<file path="config.mk">
export PLATFORM = sky130hd
export DESIGN_NAME = fetch_sequencer
export DESIGN_NICKNAME = d
export VERILOG_FILES = /design/src/rtl/fetch_pkg.sv /design/src/rtl/fetch_fifo.sv /design/src/rtl/fetch_sequencer.sv
export SDC_FILE = /design/constraint.sdc
export NUM_CORES = 1
export LEC_CHECK = 0
export CAP_MARGIN = 20
export CORE_ASPECT_RATIO = 0.75
export CORE_MARGIN = 10
export CORE_UTILIZATION = 54
export DETAILED_ROUTE_END_ITERATION = 12
export PLACE_DENSITY = 0.81
export SLEW_MARGIN = 10
export SYNTH_ARGS = -nofsm -noshare
export SYNTH_HDL_FRONTEND = slang
export SYNTH_SLANG_ARGS = --single-unit
export TNS_END_PERCENT = 10
</file>
<file path="constraint.sdc">
create_clock -name clk -period 6.2 [get_ports clk]
set_input_delay 1.24 -clock clk [delete_from_list [all_inputs] [get_ports clk]]
set_output_delay 1.24 -clock clk [all_outputs]
set_load 0.05 [all_outputs]
</file>
<file path="src/rtl/fetch_pkg.sv">
`default_nettype none
// ============================================================================
//  Module      : fetch_pkg
//  Description : Shared types and constants for the instruction fetch
//                sequencer (state encoding, instruction size, memory size).
//  Revision    : 1.0 - initial release
// ============================================================================
package fetch_pkg;

  // Bytes per instruction word; the PC advances by this amount
  localparam int INST_BYTES = 4;

  // Default instruction memory size in bytes
  localparam int MEM_BYTES_DEFAULT = 80;

  // Sequencer control states
  typedef enum logic [2:0] {
    ST_IDLE  = 3'd0,
    ST_RUN   = 3'd1,
    ST_DRAIN = 3'd2,
    ST_DONE  = 3'd3,
    ST_FAULT = 3'd4
  } fetch_state_t;

  // A target is usable only when it lands on a word boundary
  function automatic logic is_word_aligned(input logic [1:0] low_bits);
    return (low_bits == 2'b00);
  endfunction

endpackage
`default_nettype wire

</file>
<file path="src/rtl/fetch_fifo.sv">
`default_nettype none
// ============================================================================
//  Module      : fetch_fifo
//  Description : Two-entry first-word-fall-through FIFO with synchronous
//                flush. entry0 is always the head; entry1 the second slot.
//  Revision    : 1.0 - initial release
// ============================================================================
module fetch_fifo #(
  parameter int WIDTH = 96
) (
  input  logic             clk,
  input  logic             reset_n,
  input  logic             push,
  input  logic             pop,
  input  logic             flush,
  input  logic [WIDTH-1:0] push_data,
  output logic [WIDTH-1:0] head_data,
  output logic             empty,
  output logic             full
);

  logic [1:0]       count;
  logic [WIDTH-1:0] entry0;
  logic [WIDTH-1:0] entry1;
  logic             do_pop;
  logic             do_push;

  // A pop frees a slot in the same cycle, so a full FIFO may accept a push
  assign do_pop  = pop && (count != 2'd0);
  assign do_push = push && ((count != 2'd2) || do_pop);

  assign head_data = entry0;
  assign empty     = (count == 2'd0);
  assign full      = (count == 2'd2);

  // Storage and occupancy; flush discards everything and wins over push/pop
  always_ff @(posedge clk or negedge reset_n) begin
    if (!reset_n) begin
      count  <= 2'd0;
      entry0 <= '0;
      entry1 <= '0;
    end else if (flush) begin
      count  <= 2'd0;
      entry0 <= '0;
      entry1 <= '0;
    end else begin
      case ({do_push, do_pop})
        2'b10: begin
          if (count == 2'd0) entry0 <= push_data;
          else               entry1 <= push_data;
          count <= count + 2'd1;
        end
        2'b01: begin
          entry0 <= entry1;
          entry1 <= '0;
          count  <= count - 2'd1;
        end
        2'b11: begin
          if (count == 2'd1) begin
            entry0 <= push_data;
          end else begin
            entry0 <= entry1;
            entry1 <= push_data;
          end
        end
        default: ;
      endcase
    end
  end

endmodule
`default_nettype wire

</file>
<file path="src/rtl/fetch_sequencer.sv">
`default_nettype none
// ============================================================================
//  Module      : fetch_sequencer
//  Description : Walks the PC through a combinational instruction memory,
//                buffers {pc, inst} pairs in a 2-entry FIFO and streams them
//                to decode over valid/ready. Supports redirects with flush
//                and a sticky fault on misaligned targets.
//  Revision    : 1.0 - initial release
// ============================================================================
module fetch_sequencer
  import fetch_pkg::*;
#(
  parameter int MEM_BYTES = MEM_BYTES_DEFAULT,
  parameter int ADDR_W    = 64
) (
  input  logic              clk,
  input  logic              reset_n,
  input  logic              start,
  output logic [ADDR_W-1:0] inst_addr,
  input  logic [31:0]       inst_data,
  input  logic              redirect_valid,
  input  logic [ADDR_W-1:0] redirect_pc,
  output logic              out_valid,
  input  logic              out_ready,
  output logic [31:0]       out_inst,
  output logic [ADDR_W-1:0] out_pc,
  output logic              busy,
  output logic              done,
  output logic              fault
);

  // Highest PC that still addresses a whole instruction inside memory
  localparam logic [ADDR_W-1:0] LAST_PC = ADDR_W'(MEM_BYTES - INST_BYTES);
  localparam logic [ADDR_W-1:0] PC_STEP = ADDR_W'(INST_BYTES);

  fetch_state_t      state;
  fetch_state_t      state_nxt;
  logic [ADDR_W-1:0] pc;
  logic [ADDR_W-1:0] pc_nxt;

  logic              push;
  logic              pop;
  logic              flush;
  logic              fifo_empty;
  logic              fifo_full;
  logic [ADDR_W+31:0] push_data;
  logic [ADDR_W+31:0] head_data;

  logic              redirect_taken;
  logic              pc_in_range;

  assign inst_addr   = pc;
  assign pc_in_range = (pc <= LAST_PC);
  assign push_data   = {pc, inst_data};

  // Redirects are only meaningful once fetching has begun and before a fault
  assign redirect_taken = redirect_valid &&
                          ((state == ST_RUN) || (state == ST_DRAIN) || (state == ST_DONE));

  // Decode consumes the head whenever it is offered and accepted
  assign out_valid = !fifo_empty;
  assign pop       = out_valid && out_ready;

  // Head entry is masked when empty so stale data never leaks onto the bus
  assign out_inst = out_valid ? head_data[31:0]        : 32'h0;
  assign out_pc   = out_valid ? head_data[ADDR_W+31:32] : '0;

  fetch_fifo #(
    .WIDTH (ADDR_W + 32)
  ) u_fifo (
    .clk       (clk),
    .reset_n   (reset_n),
    .push      (push),
    .pop       (pop),
    .flush     (flush),
    .push_data (push_data),
    .head_data (head_data),
    .empty     (fifo_empty),
    .full      (fifo_full)
  );

  // Next-state, next-PC and FIFO control; a redirect overrides any push
  always_comb begin
    state_nxt = state;
    pc_nxt    = pc;
    push      = 1'b0;
    flush     = 1'b0;

    if (redirect_taken) begin
      flush = 1'b1;
      if (!is_word_aligned(redirect_pc[1:0])) begin
        state_nxt = ST_FAULT;
      end else begin
        pc_nxt    = redirect_pc;
        state_nxt = (redirect_pc <= LAST_PC) ? ST_RUN : ST_DRAIN;
      end
    end else begin
      case (state)
        ST_IDLE: begin
          if (start) begin
            state_nxt = ST_RUN;
            pc_nxt    = '0;
          end
        end
        ST_RUN: begin
          if (!pc_in_range) begin
            state_nxt = ST_DRAIN;
          end else if (!fifo_full || pop) begin
            push   = 1'b1;
            pc_nxt = pc + PC_STEP;
          end
        end
        ST_DRAIN: begin
          if (fifo_empty) state_nxt = ST_DONE;
        end
        default: ;
      endcase
    end
  end

  // State, PC and status flags, all registered from the next-state decode
  always_ff @(posedge clk or negedge reset_n) begin
    if (!reset_n) begin
      state <= ST_IDLE;
      pc    <= '0;
      busy  <= 1'b0;
      done  <= 1'b0;
      fault <= 1'b0;
    end else begin
      state <= state_nxt;
      pc    <= pc_nxt;
      busy  <= (state_nxt == ST_RUN) || (state_nxt == ST_DRAIN);
      done  <= (state_nxt == ST_DONE);
      fault <= (state_nxt == ST_FAULT);
    end
  end

endmodule
`default_nettype wire

</file>
==> impl_results.md, run 1 <==
* Clock transition at the registers of the reported paths at about 60 ps
* Layout cells sized above 1 at 0.0569
* Via count at 9773
* Clock Tree Buf Depth at 3
* RSZ-0062 raised after global routing: false
* Synth Cell Area at 11600 sq um
* Core footprint at 21100 sq um
* Critical path class: primary input to flop
* Leading cell types by count after synthesis: 264 x dfrtp_1, 103 x a22o_1, 100 x nand2_1
* Chip width at 189 um
* Buffers on Ports at 264
* Setup violations, final at 0
* Vias per cell at 5.95
* Final ANT Viol Nets at 0
* Hold Path Class: flop to flop
* Register bit total from synthesis at around 260
* Synth area leader: dfrtp_1
* Number of global-route vias before repair at 9435
* Crit path max fanout at 56
* Cell variety after synth at 59
* Synth area leaders: dfrtp_1 57%, a22o_1 7.8%, o22ai_1 4.2%
* Pin count of the biggest net entering global routing at about 150
* Max-cap violation count at 0
* CP endpoint kind: flop
* Die Area at 27700 sq um
* GRT overflow at 0
* CTS buffer count at 26
* WL final at 34700 um
* Synth Area in Adders at 0.00433
* Place WS at 1560 ps
* Mapped Cells at 1108
* Highest attainable clock frequency at ~240 MHz
* Post-DP Area at 14300 sq um
* # IOs at 265
* Wire length of the first global-routing pass at roughly 55000 um
* Final core utilization at 0.719
* Hold buffer count at cts at 0
* Total leakage power at 6.80 nW
* Post-CTS setup repair buffer count at 0
* DRC at 0
* Yosys Warn Count at 0
* Pwr dens at about 400 nW/um^2
* CP Data Required Time at 6650 ps
* Most common cell in the netlist: dfrtp_1
* Initial antenna violation count at 0
* Syn nets at 1213
* Slew margin rel. at 0.268
* Post-route cell area at 15200 sq um
* Final nets at 1441
* Pre-antenna DRT Iters at 5
* Post-synthesis simple-gate area fraction at 0.190
* CP startpoint kind: primary input
* Clock latency on the worst-skew pair at 530 ps
* Critical Path AT at approximately 4600 ps
* Final period utilization at 0.666
* # clock sinks at 264
* Hold Vio Cnt, Final at 0
* Yosys top cell area share at 0.571
* Clock Skew at roughly 17 ps
* CTS resizes at 0
* Hold_ws at 481 ps
* Detailed router's first-iteration violation count at 1105
* Synth Area in Compound Gates at 0.179
* Std-Cell Rows at 46
* Xor/xnor share of the synthesized area at 0.000757
* Sequential fraction of the synthesis area at 0.571
* Tmin final at 4130 ps
* Total GRT Usage at 0.242
* Final setup TNS at 0 ps
* Largest family of logic cells by synthesized area: simple AND/OR/NAND/NOR gates
* CTS tree: done
* Dpl hpwl at 23300 um
* Outcome: completed
* Post-synth EDFFs at 0
* Clock root cell: clkbuf_16
* Mux contribution to synthesized area at 0.000866
* Die H at 147 um
* Initial core utilization at 0.548
* Syn avg cell area at between 10 and 15 sq um
* Maximum vdd drop at 0.250 mV
* Wire per inst at 21.1 um
* RePlAce Congestion at 0.925
* Worst setup margin at 2070 ps
* Synth async-reset ratio at 1.00
* Measured slew at the worst slew-check pin at between 1000 and 1500 ps
* Post-synth top flop: dfrtp_1
* Final Max Tran Viols at 0
* CTS H-tree depth at 1
* Antenna cells at 0
* Area Overhead vs Synth at 31.3%
* R2R setup slack at 2490 ps
-- area by class of cell --
cell class / instances / area (sq um)
Clock buffer: 35 / 746
Clock inverter: 11 / 93.8
Fill cell: 1514 / 5940
Inverter: 54 / 203
Multi-Input combinational cell: 712 / 4380
Sequential cell: 264 / 6610
Tap cell: 288 / 360
Timing Repair Buffer: 278 / 2800
-- per-stage QoR --
step	std cells	total power (W)
after floorplan	1108	0.00373
after global placement	1594	0.00454
after detailed placement	1595	0.00457
after CTS	1641	0.00613
after global routing	1642	0.00639
final	1642	0.00611
-- per-layer routing --
metal	global-route usage	wire (um)	vias to the layer above	share of wire
li1	-	-	4412	-
met1	0.361	15500	4835	0.45
met2	0.358	15700	476	0.45
met3	0.0468	2780	50	0.080
met4	0.0550	708	0	0.020
met5	0	0	-	0
-- kinds of logic after synthesis --
kind of cell    after synthesis
fa+ha+maj                     4
mux                           1
flops                       264
buf+inv                     132
simple gates                417
compound gates              289
xor+xnor                      1
-- worst max-delay path: stages --
cell,delay (ps)
clkdlybuf4s50_1,520
nor4b_4,710
and4_1,320
nand2b_1,110
buf_4,400
o311a_2,550
buf_4,480
and2_1,210
-- registers in the layout, indices dropped and copies added (netlist names) --
| signal | count |
|---|---|
| done | 1 |
| u_fifo.head_data | 96 |
| u_fifo.count | 2 |
| busy | 1 |
| state | 3 |
| fault | 1 |
| inst_addr | 64 |
| u_fifo.entry1 | 96 |
-- power breakdown --
group	switching (W)	leakage [nW]	total [W]	internal (W)
registers	0.000200	3.61	0.00214	0.00194
clock network	0.000658	0.422	0.00155	0.000887
logic	0.00169	2.77	0.00243	0.000740
-- layout by cell type, fill, tap and decap left out, types with 3 or more instances in the layout --
cell type        instances
dfrtp_1                264
clkdlybuf4s50_1        263
a22o_1                 103
nand2_1                100
o22ai_1                 78
nor2_1                  72
nor2b_1                 62
and2_1                  60
inv_1                   54
o21ai_0                 37
nand3_1                 34
a21oi_1                 33
nor4_1                  30
clkbuf_16               27
nand4_1                 12
buf_4                   11
nor3_1                   9
a22oi_1                  7
clkinv_2                 7
and3_1                   6
a32oi_1                  6
nor3_2                   4
or3_1                    4
a32o_1                   4
clkbuf_8                 4
clkbuf_1                 4
nor3b_1                  3
and4_1                   3
a31oi_1                  3
ha_1                     3
-- final timing paths --
check	endpoint	startpoint	cells after the start
hold reg to reg	u_fifo.head_data[53]$_DFFE_PN0P_	u_fifo.entry1[53]$_DFFE_PN0P_	1
max in group asynchronous	u_fifo.head_data[15]$_DFFE_PN0P_	reset_n	2
setup / recovery	u_fifo.entry1[48]$_DFFE_PN0P_	redirect_valid	8
min in group asynchronous	inst_addr[23]$_DFFE_PN0P_	reset_n	1
setup reg to reg	u_fifo.entry1[48]$_DFFE_PN0P_	inst_addr[38]$_DFFE_PN0P_	9
hold / removal	u_fifo.head_data[53]$_DFFE_PN0P_	u_fifo.entry1[53]$_DFFE_PN0P_	1
Power figures use the tool's default switching activity.
==> run 2: changes to the inputs <==
CORE_UTILIZATION = 51   (was 54)
PLACE_DENSITY = 0.77   (was 0.81)
clock period = 3.99 ns   (was 6.2 ns; I/O delays follow)
==> run 2 against run 1 <==
Net effect:
- global-route usage shrank 0.57 points
- sequential power rose by 56%
- first-iteration DRC count fell by 5.0%
- clock skew is 8.6 ps lower
- combinational power increased by 57%
- worst hold slack lost 180 ps
- final area rose by 1.1%
- setup slack worse by 1800 ps
==> impl_results.md, run 2 (same netlist as run 1, synthesis figures left out) <==
* Dpl hpwl at 24600 um (+5.5%)
* Final core utilization at 0.693 (-0.0264)
* CP max stage delay at 710 ps (about the same)
* Worst setup startpoint: u_fifo.count[0]$_DFFE_PN0P_
* RSZ-0062 raised after global routing: false
* # IOs at 265 (unchanged)
* CP top delay family: buffers and inverters
* DRC at 0 (unchanged)
* Outcome: completed
* Vias per cell at 5.90 (-0.93%)
* CTS buffer count at 26 (unchanged)
* Area Overhead vs Synth at 32.8%
* Final nets at 1452 (+0.76%)
* RePlAce Congestion at 0.904 (-2.3%)
* Die Area at 29200 sq um (+5.2%)
* Setup violations, final at 0 (unchanged)
* Die H at 150 um (+2.5%)
* Slowest CP cell: clkdlybuf4s50_1
* Area of the multi-input gates at 4380 sq um (unchanged)
* Clock latency on the worst-skew pair at 520 ps (about the same)
* Sequential cell area at 6610 sq um (unchanged)
* Total GRT Usage at 0.237 (-0.00574)
* Final Max Tran Viols at 0 (unchanged)
* Layout cells sized above 1 at 0.0644 (+0.00751)
* Buffers on Ports at 264 (unchanged)
* Critical Path AT at 2920 ps (-1660 ps)
* Clock transition at the registers of the reported paths at 60 ps (about the same)
* WL final at 36100 um (+4.0%)
* Hold Path Class: primary input to asynchronous set/reset pin
* Wire per inst at 21.7 um (+2.8%)
* Final ANT Viol Nets at 0 (unchanged)
* Tmin final at 3720 ps
* Chip width at 194 um (+2.6%)
* Clock root cell: clkbuf_16
* Pin count of the biggest net entering global routing at 109 (-26%)
* Max-cap violation count at 0 (unchanged)
* Hold buffer count at cts at 0 (unchanged)
* Final setup TNS at 0 ps (unchanged)
* Crit-path cells: inv_1, ha_4, buf_4, nor2_1, clkdlybuf4s50_1
* # fillers at 1686 (+11%)
* Hold Vio Cnt, Final at 0 (unchanged)
* CTS H-tree depth at 1 (unchanged)
* Reg2reg end: u_fifo.head_data[1]$_DFFE_PN0P_
* Std-Cell Rows at 47 (+2.2%)
* FF-to-FF Start: inst_addr[51]$_DFFE_PN0P_
* # clock sinks at 264 (unchanged)
* Buffers & Inverters on Critical Path at 3 (unchanged)
* Slew margin rel. at 0.422 (+0.154)
* Pwr Total at 0.00972 W (+59%)
* CP Data Required Time at 3190 ps (-3460 ps)
* Via count at 9794 (+0.21%)
* Antenna cells at 0 (unchanged)
* Total leakage power at 6.89 nW (+1.2%)
* Initial antenna violation count at 1 (+1)
* Wire length of the first global-routing pass at 56800 um (+3.0%)
* Initial core utilization at 0.522 (-0.0259)
* GRT overflow at 0 (unchanged)
* Pre-antenna DRT Iters at 5 (unchanged)
* CTS resizes at 0 (unchanged)
* Pwr dens at 633 nW/um^2 (+57%)
* CTS tree: done
* Maximum vdd drop at 0.316 mV (+27%)
* Critical path class: flop to output pin
* Post-CTS setup repair buffer count at 0 (unchanged)
* Most frequent cells in the layout: 264 x dfrtp_1, 263 x clkdlybuf4s50_1, 103 x a22o_1
* Hold_ws at 301 ps (-181 ps)
* R2R setup slack at 900 ps (-1590 ps)
* Measured slew at the worst slew-check pin at 867 ps (-231 ps)
* Highest attainable clock frequency at about 270 MHz
* CP startpoint kind: flop
* Final period utilization at 0.932
* CP endpoint kind: output pin
* R2r worst-path depth at 8 (-1)
* Number of global-route vias before repair at 9743 (+3.3%)
* Detailed router's first-iteration violation count at 1050 (-5.0%)
* Clock Skew at 8.09 ps (-8.61 ps)
* Crit path max fanout at 65 (+16%)
* Clock Tree Buf Depth at 3 (unchanged)
* Most common cell after layout, fill and taps aside: dfrtp_1
* Core footprint at 22200 sq um (+5.0%)
run 2: cell types whose count changed in the layout (fill, tap and decap cells not counted), sizes merged:
cell	previous run	this run
clkinv	9	5
clkbuf	35	39
buf	15	26
bufinv	1	3
run 2: metal layers:
metal,up-vias,routed length [um],track usage
li1,4429,-,-
met1,4852,15800,0.336
met2,458,16000,0.356
met3,53,3520,0.0667
met4,2,711,0.0472
met5,-,20,0
run 2: power by group:
| group | internal (W) | switching [W] |
|---|---|---|
| Clock | 0.00155 | 0.00103 |
| Sequential | 0.00302 | 0.000315 |
| Combinational | 0.00116 | 0.00265 |
| Total | 0.00573 | 0.00399 |
run 2: worst max path at each step:
stage | slack, ps | depth (start not counted) | endpoint
6_report | 270 | 5 | out_inst[23]
5_1_grt | 90 | 5 | out_inst[27]
4_1_cts | 220 | 5 | out_inst[23]
3_5_place_dp | 640 | 8 | inst_addr[54]$_DFFE_PN0P_
3_3_place_gp | 770 | 8 | inst_addr[54]$_DFFE_PN0P_
2_1_floorplan | 1220 | 6 | out_pc[62]
run 2: through the flow:
stage / instances / setup slack [ps] / instance area [sq um]
final: 1661 / 270 / 15400
after global routing: 1661 / 93.4 / 15400
after CTS: 1661 / 222 / 15400
after detailed placement: 1613 / 639 / 14400
after global placement: 1613 / 768 / 14400
after floorplan: 1108 / 1220 / 11600
run 2: cell type report:
class,instances,area share
timing repair buffer,289,0.188
clock inverter,9,0.00856
sequential,264,0.430
tap,294,0.0240
clock buffer,39,0.0509
multi-input combinational,712,0.285
inverter,54,0.0132
